## src/rtl/wb_timeout_bridge_if.sv

```systemverilog
// Wishbone bundle for the timeout bridge: upstream (wbs_*) side from the
// management master and downstream (wbm_*) side to the harness.
interface wb_timeout_bridge_if;
  logic        wbs_cyc_i;
  logic        wbs_stb_i;
  logic        wbs_we_i;
  logic [3:0]  wbs_sel_i;
  logic [31:0] wbs_adr_i;
  logic [31:0] wbs_dat_i;
  logic        wbs_ack_o;
  logic [31:0] wbs_dat_o;
  logic        wbm_cyc_o;
  logic        wbm_stb_o;
  logic        wbm_we_o;
  logic [3:0]  wbm_sel_o;
  logic [31:0] wbm_adr_o;
  logic [31:0] wbm_dat_o;
  logic        wbm_ack_i;
  logic [31:0] wbm_dat_i;
  logic        timeout_o;

  // bridge view
  modport slave (
    input  wbs_cyc_i, wbs_stb_i, wbs_we_i, wbs_sel_i, wbs_adr_i, wbs_dat_i,
    input  wbm_ack_i, wbm_dat_i,
    output wbs_ack_o, wbs_dat_o,
    output wbm_cyc_o, wbm_stb_o, wbm_we_o, wbm_sel_o, wbm_adr_o, wbm_dat_o,
    output timeout_o
  );

  // environment view (upstream master plus downstream harness)
  modport master (
    output wbs_cyc_i, wbs_stb_i, wbs_we_i, wbs_sel_i, wbs_adr_i, wbs_dat_i,
    output wbm_ack_i, wbm_dat_i,
    input  wbs_ack_o, wbs_dat_o,
    input  wbm_cyc_o, wbm_stb_o, wbm_we_o, wbm_sel_o, wbm_adr_o, wbm_dat_o,
    input  timeout_o
  );
endinterface

```

## src/rtl/wb_timeout_bridge.sv

```systemverilog
// Wishbone stage that forwards requests downstream and self-completes them with
// ERR_DATA after TIMEOUT unacked cycles; a local status register logs timeouts.
module wb_timeout_bridge #(
  parameter int unsigned TIMEOUT     = 16,
  parameter logic [31:0] STATUS_ADDR = 32'h30000F00,
  parameter logic [31:0] ERR_DATA    = 32'hDEADBEEF
) (
  input logic                wb_clk_i,
  input logic                wb_rst_i,
  wb_timeout_bridge_if.slave bus
);
  typedef enum logic [1:0] {IDLE, FWD, LOCAL, DONE} state_t;

  localparam logic [7:0] LIMIT = 8'(TIMEOUT - 1);

  state_t      state, state_nxt;
  logic        req_we;
  logic [3:0]  req_sel;
  logic [31:0] req_adr, req_dat;
  logic [7:0]  wait_cnt;
  logic [31:0] cap_dat;
  logic        err;
  logic [7:0]  timeout_cnt;
  logic [15:0] last_adr;

  logic        req_take, cap_en, tmo_hit, clr_stat, fwd;
  logic [31:0] cap_val, status_word;

  assign status_word = {err, 7'b0, timeout_cnt, last_adr};
  assign req_take    = (state == IDLE) && bus.wbs_cyc_i && bus.wbs_stb_i;
  assign fwd         = (state == FWD);

  always_comb begin
    state_nxt = state;
    cap_en    = 1'b0;
    cap_val   = '0;
    tmo_hit   = 1'b0;
    clr_stat  = 1'b0;
    case (state)
      IDLE: begin
        if (req_take) state_nxt = (bus.wbs_adr_i == STATUS_ADDR) ? LOCAL : FWD;
      end
      FWD: begin
        // a master abort drops the transfer silently; an ack on the limit cycle still succeeds
        if (!bus.wbs_cyc_i) begin
          state_nxt = IDLE;
        end else if (bus.wbm_ack_i) begin
          cap_en    = 1'b1;
          cap_val   = req_we ? 32'h0 : bus.wbm_dat_i;
          state_nxt = DONE;
        end else if (wait_cnt == LIMIT) begin
          cap_en    = 1'b1;
          cap_val   = req_we ? 32'h0 : ERR_DATA;
          tmo_hit   = 1'b1;
          state_nxt = DONE;
        end
      end
      LOCAL: begin
        cap_en    = 1'b1;
        cap_val   = req_we ? 32'h0 : status_word;
        clr_stat  = req_we && req_sel[3];
        state_nxt = DONE;
      end
      DONE:    state_nxt = IDLE;
      default: state_nxt = IDLE;
    endcase
  end

  always_ff @(posedge wb_clk_i) begin
    if (wb_rst_i) begin
      state       <= IDLE;
      req_we      <= 1'b0;
      req_sel     <= '0;
      req_adr     <= '0;
      req_dat     <= '0;
      wait_cnt    <= '0;
      cap_dat     <= '0;
      err         <= 1'b0;
      timeout_cnt <= '0;
      last_adr    <= '0;
    end else begin
      state <= state_nxt;
      if (req_take) begin
        req_we   <= bus.wbs_we_i;
        req_sel  <= bus.wbs_sel_i;
        req_adr  <= bus.wbs_adr_i;
        req_dat  <= bus.wbs_dat_i;
        wait_cnt <= '0;
      end else if (fwd) begin
        wait_cnt <= wait_cnt + 8'd1;
      end
      if (cap_en) cap_dat <= cap_val;
      if (tmo_hit) begin
        err      <= 1'b1;
        if (timeout_cnt != 8'hFF) timeout_cnt <= timeout_cnt + 8'd1;
        last_adr <= req_adr[15:0];
      end else if (clr_stat) begin
        err         <= 1'b0;
        timeout_cnt <= '0;
        last_adr    <= '0;
      end
    end
  end

  assign bus.wbm_cyc_o = fwd;
  assign bus.wbm_stb_o = fwd;
  assign bus.wbm_we_o  = fwd & req_we;
  assign bus.wbm_sel_o = fwd ? req_sel : 4'b0;
  assign bus.wbm_adr_o = fwd ? req_adr : 32'h0;
  assign bus.wbm_dat_o = fwd ? req_dat : 32'h0;
  assign bus.wbs_ack_o = (state == DONE);
  assign bus.wbs_dat_o = (state == DONE) ? cap_dat : 32'h0;
  assign bus.timeout_o = err;
endmodule

```

## src/flat_wrapper.sv

```systemverilog
// flat-port wrapper written by rule: the top's interface ports become plain ports
module wb_timeout_bridge_flat 
#(
  parameter int unsigned TIMEOUT     = 16,
  parameter logic [31:0] STATUS_ADDR = 32'h30000F00,
  parameter logic [31:0] ERR_DATA    = 32'hDEADBEEF
)
  (wb_clk_i, wb_rst_i, bus_wbs_cyc_i, bus_wbs_stb_i, bus_wbs_we_i, bus_wbs_sel_i, bus_wbs_adr_i, bus_wbs_dat_i, bus_wbm_ack_i, bus_wbm_dat_i, bus_wbs_ack_o, bus_wbs_dat_o, bus_wbm_cyc_o, bus_wbm_stb_o, bus_wbm_we_o, bus_wbm_sel_o, bus_wbm_adr_o, bus_wbm_dat_o, bus_timeout_o);
  wb_timeout_bridge_if bus_i ();
  input logic wb_clk_i;
  input logic wb_rst_i;
  input wire logic [$bits(bus_i.wbs_cyc_i)-1:0] bus_wbs_cyc_i;
  input wire logic [$bits(bus_i.wbs_stb_i)-1:0] bus_wbs_stb_i;
  input wire logic [$bits(bus_i.wbs_we_i)-1:0] bus_wbs_we_i;
  input wire logic [$bits(bus_i.wbs_sel_i)-1:0] bus_wbs_sel_i;
  input wire logic [$bits(bus_i.wbs_adr_i)-1:0] bus_wbs_adr_i;
  input wire logic [$bits(bus_i.wbs_dat_i)-1:0] bus_wbs_dat_i;
  input wire logic [$bits(bus_i.wbm_ack_i)-1:0] bus_wbm_ack_i;
  input wire logic [$bits(bus_i.wbm_dat_i)-1:0] bus_wbm_dat_i;
  output wire logic [$bits(bus_i.wbs_ack_o)-1:0] bus_wbs_ack_o;
  output wire logic [$bits(bus_i.wbs_dat_o)-1:0] bus_wbs_dat_o;
  output wire logic [$bits(bus_i.wbm_cyc_o)-1:0] bus_wbm_cyc_o;
  output wire logic [$bits(bus_i.wbm_stb_o)-1:0] bus_wbm_stb_o;
  output wire logic [$bits(bus_i.wbm_we_o)-1:0] bus_wbm_we_o;
  output wire logic [$bits(bus_i.wbm_sel_o)-1:0] bus_wbm_sel_o;
  output wire logic [$bits(bus_i.wbm_adr_o)-1:0] bus_wbm_adr_o;
  output wire logic [$bits(bus_i.wbm_dat_o)-1:0] bus_wbm_dat_o;
  output wire logic [$bits(bus_i.timeout_o)-1:0] bus_timeout_o;
  assign bus_i.wbs_cyc_i = bus_wbs_cyc_i;
  assign bus_i.wbs_stb_i = bus_wbs_stb_i;
  assign bus_i.wbs_we_i = bus_wbs_we_i;
  assign bus_i.wbs_sel_i = bus_wbs_sel_i;
  assign bus_i.wbs_adr_i = bus_wbs_adr_i;
  assign bus_i.wbs_dat_i = bus_wbs_dat_i;
  assign bus_i.wbm_ack_i = bus_wbm_ack_i;
  assign bus_i.wbm_dat_i = bus_wbm_dat_i;
  assign bus_wbs_ack_o = bus_i.wbs_ack_o;
  assign bus_wbs_dat_o = bus_i.wbs_dat_o;
  assign bus_wbm_cyc_o = bus_i.wbm_cyc_o;
  assign bus_wbm_stb_o = bus_i.wbm_stb_o;
  assign bus_wbm_we_o = bus_i.wbm_we_o;
  assign bus_wbm_sel_o = bus_i.wbm_sel_o;
  assign bus_wbm_adr_o = bus_i.wbm_adr_o;
  assign bus_wbm_dat_o = bus_i.wbm_dat_o;
  assign bus_timeout_o = bus_i.timeout_o;
  wb_timeout_bridge #(.TIMEOUT(TIMEOUT), .STATUS_ADDR(STATUS_ADDR), .ERR_DATA(ERR_DATA)) u_core (.wb_clk_i(wb_clk_i), .wb_rst_i(wb_rst_i), .bus(bus_i));
endmodule
```

## config.mk

```make
export PLATFORM = sky130hd
export DESIGN_NAME = wb_timeout_bridge_flat
export DESIGN_NICKNAME = d
export VERILOG_FILES = /design/src/rtl/wb_timeout_bridge_if.sv /design/src/rtl/wb_timeout_bridge.sv /design/src/flat_wrapper.sv
export SDC_FILE = /design/constraint.sdc
export NUM_CORES = 1
export LEC_CHECK = 0
export CAP_MARGIN = 20
export CORE_UTILIZATION = 59
export CTS_CLUSTER_SIZE = 20
export DETAILED_ROUTE_END_ITERATION = 10
export DONT_BUFFER_PORTS = 1
export PLACE_DENSITY = 0.75
export SLEW_MARGIN = 15
export SYNTH_ARGS = -nofsm -noshare
export SYNTH_HDL_FRONTEND = slang
export SYNTH_SLANG_ARGS = --single-unit
```

## constraint.sdc

```tcl
create_clock -name wb_clk_i -period 4.9 [get_ports wb_clk_i]
set_input_delay 0.245 -clock wb_clk_i [delete_from_list [all_inputs] [get_ports wb_clk_i]]
set_output_delay 0.245 -clock wb_clk_i [all_outputs]
set_load 0.02 [all_outputs]
```

==> impl_metrics.json, run 1 <==
{
  "syn_inst": 782,
  "synth-simple-area-share_pct": 30.1,
  "rsz0062_at_grt": "false",
  "tns_ps": 0,
  "yosys_warnings": 0,
  "drive_above_1_share_pct": 5.44,
  "critical_path_class": "flip-flop to flip-flop",
  "die_area_sq_um": 11000,
  "htree_levels": 4,
  "first_pass_iters": 7,
  "p_leak_uw": 0.00276,
  "fin_nets": 945,
  "drtIter0Drc": 481,
  "critPathRequiredTime_ps": 5370,
  "power.total_uw": 3300,
  "fp.dieH_um": 105,
  "period_minus_slack_ps": 3190,
  "dp_slack_ps": 2270,
  "whs_ps": 15.5,
  "synth.mux.area_fraction_pct": 0.321,
  "worst_r2r_endpoint": "u_core.cap_dat[8]",
  "worst_slack_ps": 1710,
  "io_pins": 211,
  "async_reset_ff_share_pct": 0,
  "drv_slew": 0,
  "die_w_um": 105,
  "hold_class": "input pin to flip-flop",
  "tightest_slew_ps": 1140,
  "synth_top_family_by_area": "simple AND/OR/NAND/NOR gates",
  "ant_nets": 0,
  "synth_xor_area_share_pct": 0.702,
  "synth_edf_count": 0,
  "outcome": "complete, no violations",
  "holdCritStartpoint": "bus_wbm_dat_i[6]",
  "yosysSeqAreaShare_pct": 43.6,
  "numCtsBuffers": 17,
  "ys_ff_latch": 136,
  "wire_per_inst_um": 18.0,
  "syn_avg_cell_area_sq_um": 7.98,
  "vdd_drop_max_uv": 295,
  "cts_tree": "yes",
  "clkSlewWorstSetupHoldPaths_ps": 60,
  "cts_sinks": 136,
  "drt_wl_total_mm": 17.7,
  "fin_worst_skew_ps": 10.6,
  "final-hold-violation-count": 0,
  "path_max_fanout": 27,
  "setup_viol_count_final": 0,
  "clk_path_buf_depth": 2,
  "num_rows": 37,
  "antenna_found_initial": 0,
  "grt_max_degree": 103,
  "endpoint_kind": "flip-flop",
  "period_share_pct": 65.1,
  "cp.arrival_ps": 3660,
  "coreArea_sq_um": 10300,
  "clock_latency_ps": 530,
  "mostFrequentLayoutCells": "192 x nand2_1, 136 x dfxtp_1, 103 x and2_1",
  "io_buffer_count": 0,
  "grt_pass1_vias": 5732,
  "netlist_area_sq_um": 6240,
  "drv_cap": 0,
  "mostFrequentLayoutCell": "nand2_1",
  "fin_util_pct": 74.7,
  "yosysUniqueCellTypes": 56,
  "gr-total-overflow": 0,
  "dpl.hpwl_mm": 10.5,
  "start_util_pct": 60.7,
  "min_path_cells": 2,
  "vias_per_cell": 6.04,
  "dr_total_vias": 5923,
  "whs_endpoint": "u_core.cap_dat[6]",
  "power-per-cell-area_nw_per_um2": 430,
  "rrSetupSlack_ps": 1710,
  "startpoint_type": "flip-flop",
  "synth_compound_area_share_pct": 18.8,
  "gp_congestion": 0.851,
  "grt_first_pass_wirelength_mm": 28.1,
  "clockRootBuffer": "clkbuf_8",
  "rr_worst_depth": 7,
  "synthAdderAreaFrac_pct": 1.40,
  "max_freq_mhz": 313,
  "drc": 0,
  "synth_nets": 895,
  "r2r-start": "u_core.state[1]",
  "area_delta_synth_final_pct": 23.0,
  "n_antenna_cell": 0,
  "grt_usage_pct": 32.0,
  "ys.flop_type": "dfxtp_1",
  "slew-limit-headroom_pct": 23.7
}
## stage by stage
step,instance area (sq um),cells
finish,7670,981
floorplan,6240,782
CTS,7670,981
detailed placement,6160,857
global placement,6160,857
global route,7670,981
## layout make-up
| cell class | instances | area, sq um |
|---|---|---|
| multi-input cells | 572 | 3210 |
| clock inverters | 11 | 124 |
| flip-flops and latches | 136 | 2720 |
| clock buffers | 21 | 449 |
| well taps | 136 | 170 |
| repair buffers | 94 | 953 |
| fillers | 747 | 2600 |
| inverters | 11 | 41.3 |
## power breakdown
part           leakage [uW]  internal (uW)  switching (uW)
Clock              0.000274            750             484
Combinational       0.00138            257             505
Sequential          0.00110           1230            73.6
Total               0.00276           2230            1060
## synth_stat cells, drive strengths merged, types with 5 or more instances
cell    number  share of area (%)
and3         5               0.50
a221oi      19                2.7
nand2      194                 12
clkbuf      43                2.6
nand4       10                1.0
and2       103                 10
a211oi       6               0.72
a32oi       19                2.7
inv         10               0.60
buf         20                1.9
dfxtp      136                 44
nor2        10               0.60
nor4         6               0.60
nor3         6               0.66
ha           7                1.4
nand3       22                2.0
a21oi      101                8.2
a22oi        6               0.72
o21ai       12               0.96
## state kept, by name (all words and copies together), names as in the netlist
register and count:
u_core.req_adr 32, u_core.last_adr 16, u_core.req_we 1, u_core.state 2, u_core.bus.timeout_o 1, u_core.wait_cnt 8
u_core.req_sel 4, u_core.cap_dat 32, u_core.timeout_cnt 8, u_core.req_dat 32
## logic make-up after synthesis
| logic type | after synthesis |
|---|---|
| xor gates and xnor gates | 5 |
| adders and majority gates | 7 |
| muxes | 2 |
| and+or+nand+nor | 374 |
| DFF | 136 |
| AOI/OAI and AO/OA | 184 |
| buffers and inverters | 74 |
## per-layer routing
| metal | vias to the layer above | track usage, % | part of all wire (%) |
|---|---|---|---|
| li1 | 2807 | - | - |
| met1 | 2775 | 38.4 | 40 |
| met2 | 303 | 53.8 | 49 |
| met3 | 38 | 9.73 | 9.3 |
| met4 | 0 | 12.4 | 2.2 |
| met5 | - | 0 | 0 |
## how the worst max path moves through the flow
stage	start	endpoint	slack, ps	cells past startpoint
2_1_floorplan	u_core.state[1]	u_core.cap_dat[14]	2990	7
3_3_place_gp	u_core.state[1]	u_core.cap_dat[16]	2430	6
3_5_place_dp	u_core.state[1]	u_core.cap_dat[16]	2270	6
4_1_cts	u_core.state[1]	u_core.cap_dat[8]	1830	7
5_1_grt	u_core.state[1]	u_core.cap_dat[8]	1560	7
6_report	u_core.state[1]	u_core.cap_dat[8]	1710	7
## what timing repair did
action,in CTS,in global routing
hold buffers,92,0
endpoints found under the hold margin,119,0
buffers inserted,0,0
resized for setup,0,0
## critical path: stages (launching register included)
cell and delay, ps:
dfxtp_1 340, inv_1 110, ha_2 380, nand2_1 230
nor3b_4 980, a22oi_1 220, a211oi_1 290, dlygate4sd3_1 580
No activity file was read; power rests on OpenSTA's default activity.
==> inputs of run 2 (changes only) <==
==> constraint.sdc (replaced) <==
create_clock -name wb_clk_i -period 3.3 [get_ports wb_clk_i]
set_input_delay 0.165 -clock wb_clk_i [delete_from_list [all_inputs] [get_ports wb_clk_i]]
set_output_delay 0.165 -clock wb_clk_i [all_outputs]
set_load 0.02 [all_outputs]
==> impl_metrics.json, run 2 (same netlist as run 1, synthesis figures left out) <==
{
  "outcome": "complete, no violations",
  "cp_slowest_cell": "o21bai_2",
  "clock_latency_ps": 520,
  "gp_congestion": 0.889,
  "dpl.hpwl_mm": 10.6,
  "area_delta_synth_final_pct": 26.4,
  "io_pins": 211,
  "cts_sinks": 136,
  "cp-startpoint": "u_core.state[1]",
  "fin_worst_skew_ps": 12.3,
  "coreArea_sq_um": 10300,
  "drc": 0,
  "grt_first_pass_wirelength_mm": 29.0,
  "switching_power_uw": 1580,
  "pwr-share-clk_pct": 38.3,
  "grt_pass1_vias": 5944,
  "fp.dieH_um": 105,
  "reg_top3": "u_core.cap_dat x32, u_core.req_adr x32, u_core.req_dat x32",
  "finalInstanceArea_sq_um": 7890,
  "vdd_drop_max_uv": 422,
  "grt_usage_pct": 33.0,
  "cp.arrival_ps": 2800,
  "n_antenna_cell": 0,
  "die_area_sq_um": 11000,
  "critical_path_class": "flip-flop to flip-flop",
  "whs_ps": 19.6,
  "drv_slew": 0,
  "p_leak_uw": 0.00287,
  "holdCritStartpoint": "wb_rst_i",
  "clk_path_buf_depth": 2,
  "hold_class": "input pin to flip-flop",
  "grt_max_degree": 104,
  "mostFrequentLayoutCells": "192 x nand2_1, 136 x dfxtp_1, 106 x dlygate4sd3_1",
  "gr-total-overflow": 0,
  "numCtsBuffers": 17,
  "r2r-start": "u_core.state[1]",
  "cts_tree": "yes",
  "period_minus_slack_ps": 2470,
  "wire_per_inst_um": 18.4,
  "critPathTopFamily": "compound AO/OA/AOI/OAI gates",
  "fin_nets": 965,
  "tightest_slew_ps": 1010,
  "die_w_um": 105,
  "htree_levels": 4,
  "power-per-cell-area_nw_per_um2": 639,
  "io_buffer_count": 0,
  "ctsResizeCount": 0,
  "clkSlewWorstSetupHoldPaths_ps": 60,
  "cp_num_cells": 6,
  "clockRootBuffer": "clkbuf_8",
  "first_pass_iters": 7,
  "slew-limit-headroom_pct": 32.4,
  "switching_share_pct": 31.3,
  "antenna_found_initial": 0,
  "final-hold-violation-count": 0,
  "min_path_cells": 2,
  "startpoint_type": "flip-flop",
  "regArea_sq_um": 2720,
  "period_share_pct": 74.8,
  "ant_nets": 0,
  "cp_num_buf_inv": 2,
  "start_util_pct": 60.7,
  "path_max_fanout": 36,
  "multi_input_area_sq_um": 3210,
  "setup_viol_count_final": 0,
  "mostFrequentLayoutCell": "nand2_1",
  "n_fill_cell": 696,
  "endpoint_kind": "flip-flop",
  "seq_power_share_pct": 38.4,
  "power_frac_comb_pct": 23.2,
  "tns_ps": 0,
  "dr_total_vias": 6166,
  "num_rows": 37,
  "drtIter0Drc": 487,
  "critPathRequiredTime_ps": 3640,
  "vias_per_cell": 6.17,
  "max_freq_mhz": 405,
  "drt_wl_total_mm": 18.4,
  "drive_above_1_share_pct": 5.90,
  "rr_worst_depth": 6,
  "drv_cap": 0,
  "cp_cell_sequence": "inv_1 > ha_2 > buf_4 > nand2_1 > o21bai_2 > a32oi_1",
  "cp_slowest_stage_delay_ps": 730,
  "rsz0062_at_grt": "false",
  "p_int_uw": 3460,
  "dpl_cell_area_sq_um": 6200
}
## run 2: cell types whose count changed in the layout (fill, tap and decap cells not counted)
cell and delta:
and3_2 +1, and3_4 -1, buf_4 +5, bufinv_16 +1
clkbuf_1 -1, clkbuf_8 +3, clkinv_2 +1, clkinv_4 -3
clkinvlp_4 -2, dlygate4sd3_1 +15
## run 2: area by class of cell
| cell class | instances | share of cell area (%) |
|---|---|---|
| tap | 136 | 2.16 |
| clock inverter | 8 | 1.49 |
| multi-input combinational | 572 | 40.7 |
| inverter | 11 | 0.523 |
| timing repair buffer | 114 | 14.5 |
| sequential | 136 | 34.5 |
| clock buffer | 23 | 6.17 |
## run 2: stage by stage
stage          power, uW  worst slack, ps  cells  util, %
2_1_floorplan       2780             1390    782        -
3_3_place_gp        2900             1080    862     60.3
3_5_place_dp        2950              933    862     60.3
4_1_cts             4990              900    998     76.6
5_1_grt             5250              731   1000     76.8
6_report            5040              833   1000     76.8
## run 2: power groups by stage
stage / combinational [uW] / clock (uW) / sequential, uW
CTS: 1130 / 1930 / 1930
global route: 1280 / 2010 / 1960
detailed placement: 994 / 0 / 1960
finish: 1170 / 1930 / 1940
global placement: 949 / 0 / 1950
floorplan: 859 / 0 / 1920
## run 2: metal layers
metal,up-vias,share of wire [%],GRT usage [%]
li1,2846,-,-
met5,-,0,0
met2,358,49,56.1
met4,0,2.3,13.3
met3,41,8.4,9.73
met1,2921,40,39.1
## run 2: what timing repair did
item,in CTS,in global routing
hold buffers,105,2
buffers inserted,0,0
setup endpoints to repair,0,0
endpoints found under the hold margin,125,1
## run 2: path summary, 6_finish.rpt
check | endpoint | slack (ps)
setup / recovery | u_core.cap_dat[9] | 830
hold / removal | u_core.cap_dat[24] | 20
setup reg to reg | u_core.cap_dat[9] | 830
hold reg to reg | u_core.cap_dat[19] | 450
## run 2: worst register-to-register path, stage by stage (launching register included)
cell and delay, ps:
dfxtp_1 340, inv_1 130, ha_2 220, buf_4 360, nand2_1 260, o21bai_2 730
a32oi_1 250
==> inputs of run 3 (changes only) <==
--- a/config.mk
+++ b/config.mk
@@ -5,6 +5,7 @@
 export SDC_FILE = /design/constraint.sdc
 export NUM_CORES = 1
 export LEC_CHECK = 0
+export ABC_AREA = 1
 export CAP_MARGIN = 20
 export CORE_UTILIZATION = 59
 export CTS_CLUSTER_SIZE = 20
==> constraint.sdc (replaced) <==
create_clock -name wb_clk_i -period 2.4 [get_ports wb_clk_i]
set_input_delay 0.12 -clock wb_clk_i [delete_from_list [all_inputs] [get_ports wb_clk_i]]
set_output_delay 0.12 -clock wb_clk_i [all_outputs]
set_load 0.02 [all_outputs]
==> impl_metrics.json, run 3 <==
{
  "outcome": "complete, no violations",
  "htree_levels": 4,
  "hold_class": "input pin to flip-flop",
  "drc": 0,
  "mostFrequentLayoutCells": "222 x nand2_1, 206 x inv_1, 136 x dfxtp_1",
  "dr_total_vias": 6400,
  "period_minus_slack_ps": 2240,
  "io_pins": 211,
  "cts_tree": "yes",
  "first_pass_iters": 5,
  "area_delta_synth_final_pct": 21.0,
  "final-hold-violation-count": 0,
  "die_w_um": 109,
  "drive_above_1_share_pct": 7.50,
  "cp_slowest_stage_delay_ps": 400,
  "critical_path_class": "flip-flop to output port",
  "n_antenna_cell": 0,
  "ant_nets": 0,
  "p_leak_uw": 0.00403,
  "startpoint_type": "flip-flop",
  "slew-limit-headroom_pct": 34.8,
  "path_max_fanout": 58,
  "rr_worst_depth": 10,
  "post_cts_buffers": 0,
  "drv_slew": 0,
  "min_path_cells": 4,
  "synth_nets": 1141,
  "critPathRequiredTime_ps": 2280,
  "tightest_slew_ps": 977,
  "grt_max_degree": 69,
  "yosysSeqAreaShare_pct": 40.2,
  "clock_latency_ps": 420,
  "ys_top_cells_by_count": "222 x nand2_1, 206 x inv_1, 136 x dfxtp_1",
  "rrSetupSlack_ps": 190,
  "regArea_sq_um": 2720,
  "num_rows": 38,
  "fin_util_pct": 74.4,
  "clockRootBuffer": "clkbuf_16",
  "grt_pass1_vias": 5850,
  "drtIter0Drc": 413,
  "fin_nets": 1194,
  "yosys_warnings": 0,
  "cp_num_cells": 6,
  "endpoint_kind": "output port",
  "reg_top3": "u_core.cap_dat x32, u_core.req_adr x32, u_core.req_dat x32",
  "vias_per_cell": 5.19,
  "grt_usage_pct": 29.9,
  "io_buffer_count": 0,
  "cp.arrival_ps": 2120,
  "ys.flop_type": "dfxtp_1",
  "gr-total-overflow": 0,
  "antenna_found_initial": 0,
  "dpl.hpwl_mm": 10.6,
  "fin_worst_skew_ps": 8.82,
  "cp_num_buf_inv": 4,
  "synth_edf_count": 0,
  "yosysTopAreaCell": "dfxtp_1",
  "r2r-start": "u_core.state[1]",
  "netlist_area_sq_um": 6780,
  "holdCritStartpoint": "bus_wbm_dat_i[16]",
  "clkSlewWorstSetupHoldPaths_ps": 60,
  "n_fill_cell": 892,
  "gp_congestion": 0.850,
  "syn_avg_cell_area_sq_um": 6.59,
  "mostFrequentLayoutCell": "nand2_1",
  "synth_top_cell_area_share_pct": 40.2,
  "setup_viol_count_final": 0,
  "ys_ff_latch": 136,
  "max_freq_mhz": 446,
  "synth.most_common_cell": "nand2_1",
  "die_area_sq_um": 11900,
  "wire_per_inst_um": 14.2,
  "whs_endpoint": "u_core.cap_dat[16]",
  "clk_path_buf_depth": 2,
  "yosysUniqueCellTypes": 39,
  "multi_input_area_sq_um": 3000,
  "cp_slowest_cell": "buf_6",
  "power-per-cell-area_nw_per_um2": 815,
  "path_common_cell": "inv_1",
  "rsz0062_at_grt": "false",
  "tns_ps": 0,
  "syn_inst": 1028,
  "grt_first_pass_wirelength_mm": 27.6,
  "coreArea_sq_um": 11000,
  "period_share_pct": 93.3,
  "numCtsBuffers": 17,
  "async_reset_ff_share_pct": 0,
  "vdd_drop_max_uv": 709,
  "drv_cap": 0,
  "drt_wl_total_mm": 17.5,
  "start_util_pct": 61.4,
  "fp.dieH_um": 109,
  "worst_r2r_endpoint": "u_core.last_adr[6]",
  "critPathTopFamily": "buffers and inverters",
  "netlist_top_cells_area": "dfxtp_1 40%, nand2_1 12%, inv_1 11%, a21oi_1 8.1%, nor2_1 6.4%",
  "cp_cell_sequence": "inv_1 > ha_4 > buf_4 > buf_6 > nand2_1 > inv_1",
  "cts_sinks": 136
}
==> run 3: worst register-to-register path, stage by stage (launching register included) <==
cell and delay (ps):
dfxtp_1 360, inv_1 120, ha_4 180, nand2_1 170
nor2_2 100, nand2_4 140, inv_8 100, nor2_8 200
nand2_1 100, a21oi_2 130, dlygate4sd3_1 560
==> run 3: final cells by class <==
| type | count | share of cell area [%] |
|---|---|---|
| multi-input combinational | 625 | 36.5 |
| timing repair buffer | 89 | 11.3 |
| sequential | 136 | 33.2 |
| clock buffer | 19 | 5.52 |
| inverter | 212 | 9.84 |
| tap | 140 | 2.14 |
| clock inverter | 13 | 1.50 |
==> run 3: cell families (layout without fill, tap and decap cells) <==
family	after synthesis	count (layout)	share of synthesized area (%)
AND/OR/NAND/NOR	381	381	23.7
multiplexers	1	1	0.148
XOR/XNOR	5	5	0.646
adder cells (fa/ha/maj)	7	7	1.29
buffers and inverters	267	333	16.0
AO/OA/AOI/OAI	231	231	18.1
flip-flops	136	136	40.2
==> run 3: worst max path at each step <==
stage                               to  slack, ps             from
finish                bus_wbm_adr_o[1]        160  u_core.state[1]
global route        u_core.last_adr[6]         30  u_core.state[1]
CTS                       bus_wbm_we_o          9  u_core.state[1]
detailed placement  u_core.cap_dat[10]        360  u_core.state[0]
global placement     u_core.cap_dat[5]        410  u_core.state[0]
floorplan           u_core.cap_dat[15]        620  u_core.state[1]
==> run 3: timing repair <==
| item | CTS | global route |
|---|---|---|
| hold buffers | 82 | 0 |
| endpoints found under the hold margin | 107 | 0 |
| resized for setup | 0 | 1 |
| endpoints found under the setup margin | 0 | 55 |
==> run 3: metrics by stage <==
| stage | setup WS (ps) | area (sq um) | cells | total power [uW] | hold WS (ps) |
|---|---|---|---|---|---|
| after floorplan | 618 | 6780 | 1028 | 3830 | 312 |
| after global placement | 414 | 6790 | 1120 | 4040 | 189 |
| after detailed placement | 359 | 6790 | 1120 | 4070 | 190 |
| after CTS | 8.76 | 8200 | 1234 | 6670 | 0.369 |
| after global routing | 29.1 | 8200 | 1234 | 7020 | 34.1 |
| final | 160 | 8200 | 1234 | 6690 | 12.1 |
==> run 3: where the power goes <==
| part | internal, uW | switching (uW) |
|---|---|---|
| registers | 2590 | 214 |
| clock network | 1490 | 1010 |
| logic | 447 | 938 |
==> run 3: routing by layer <==
| layer | vias to the layer above | routed length, um | global-route usage (%) |
|---|---|---|---|
| li1 | 3228 | - | - |
| met1 | 2876 | 7430 | 37.0 |
| met2 | 260 | 8260 | 49.4 |
| met3 | 36 | 1390 | 6.69 |
| met4 | 0 | 463 | 14.1 |
| met5 | - | 0 | 0 |
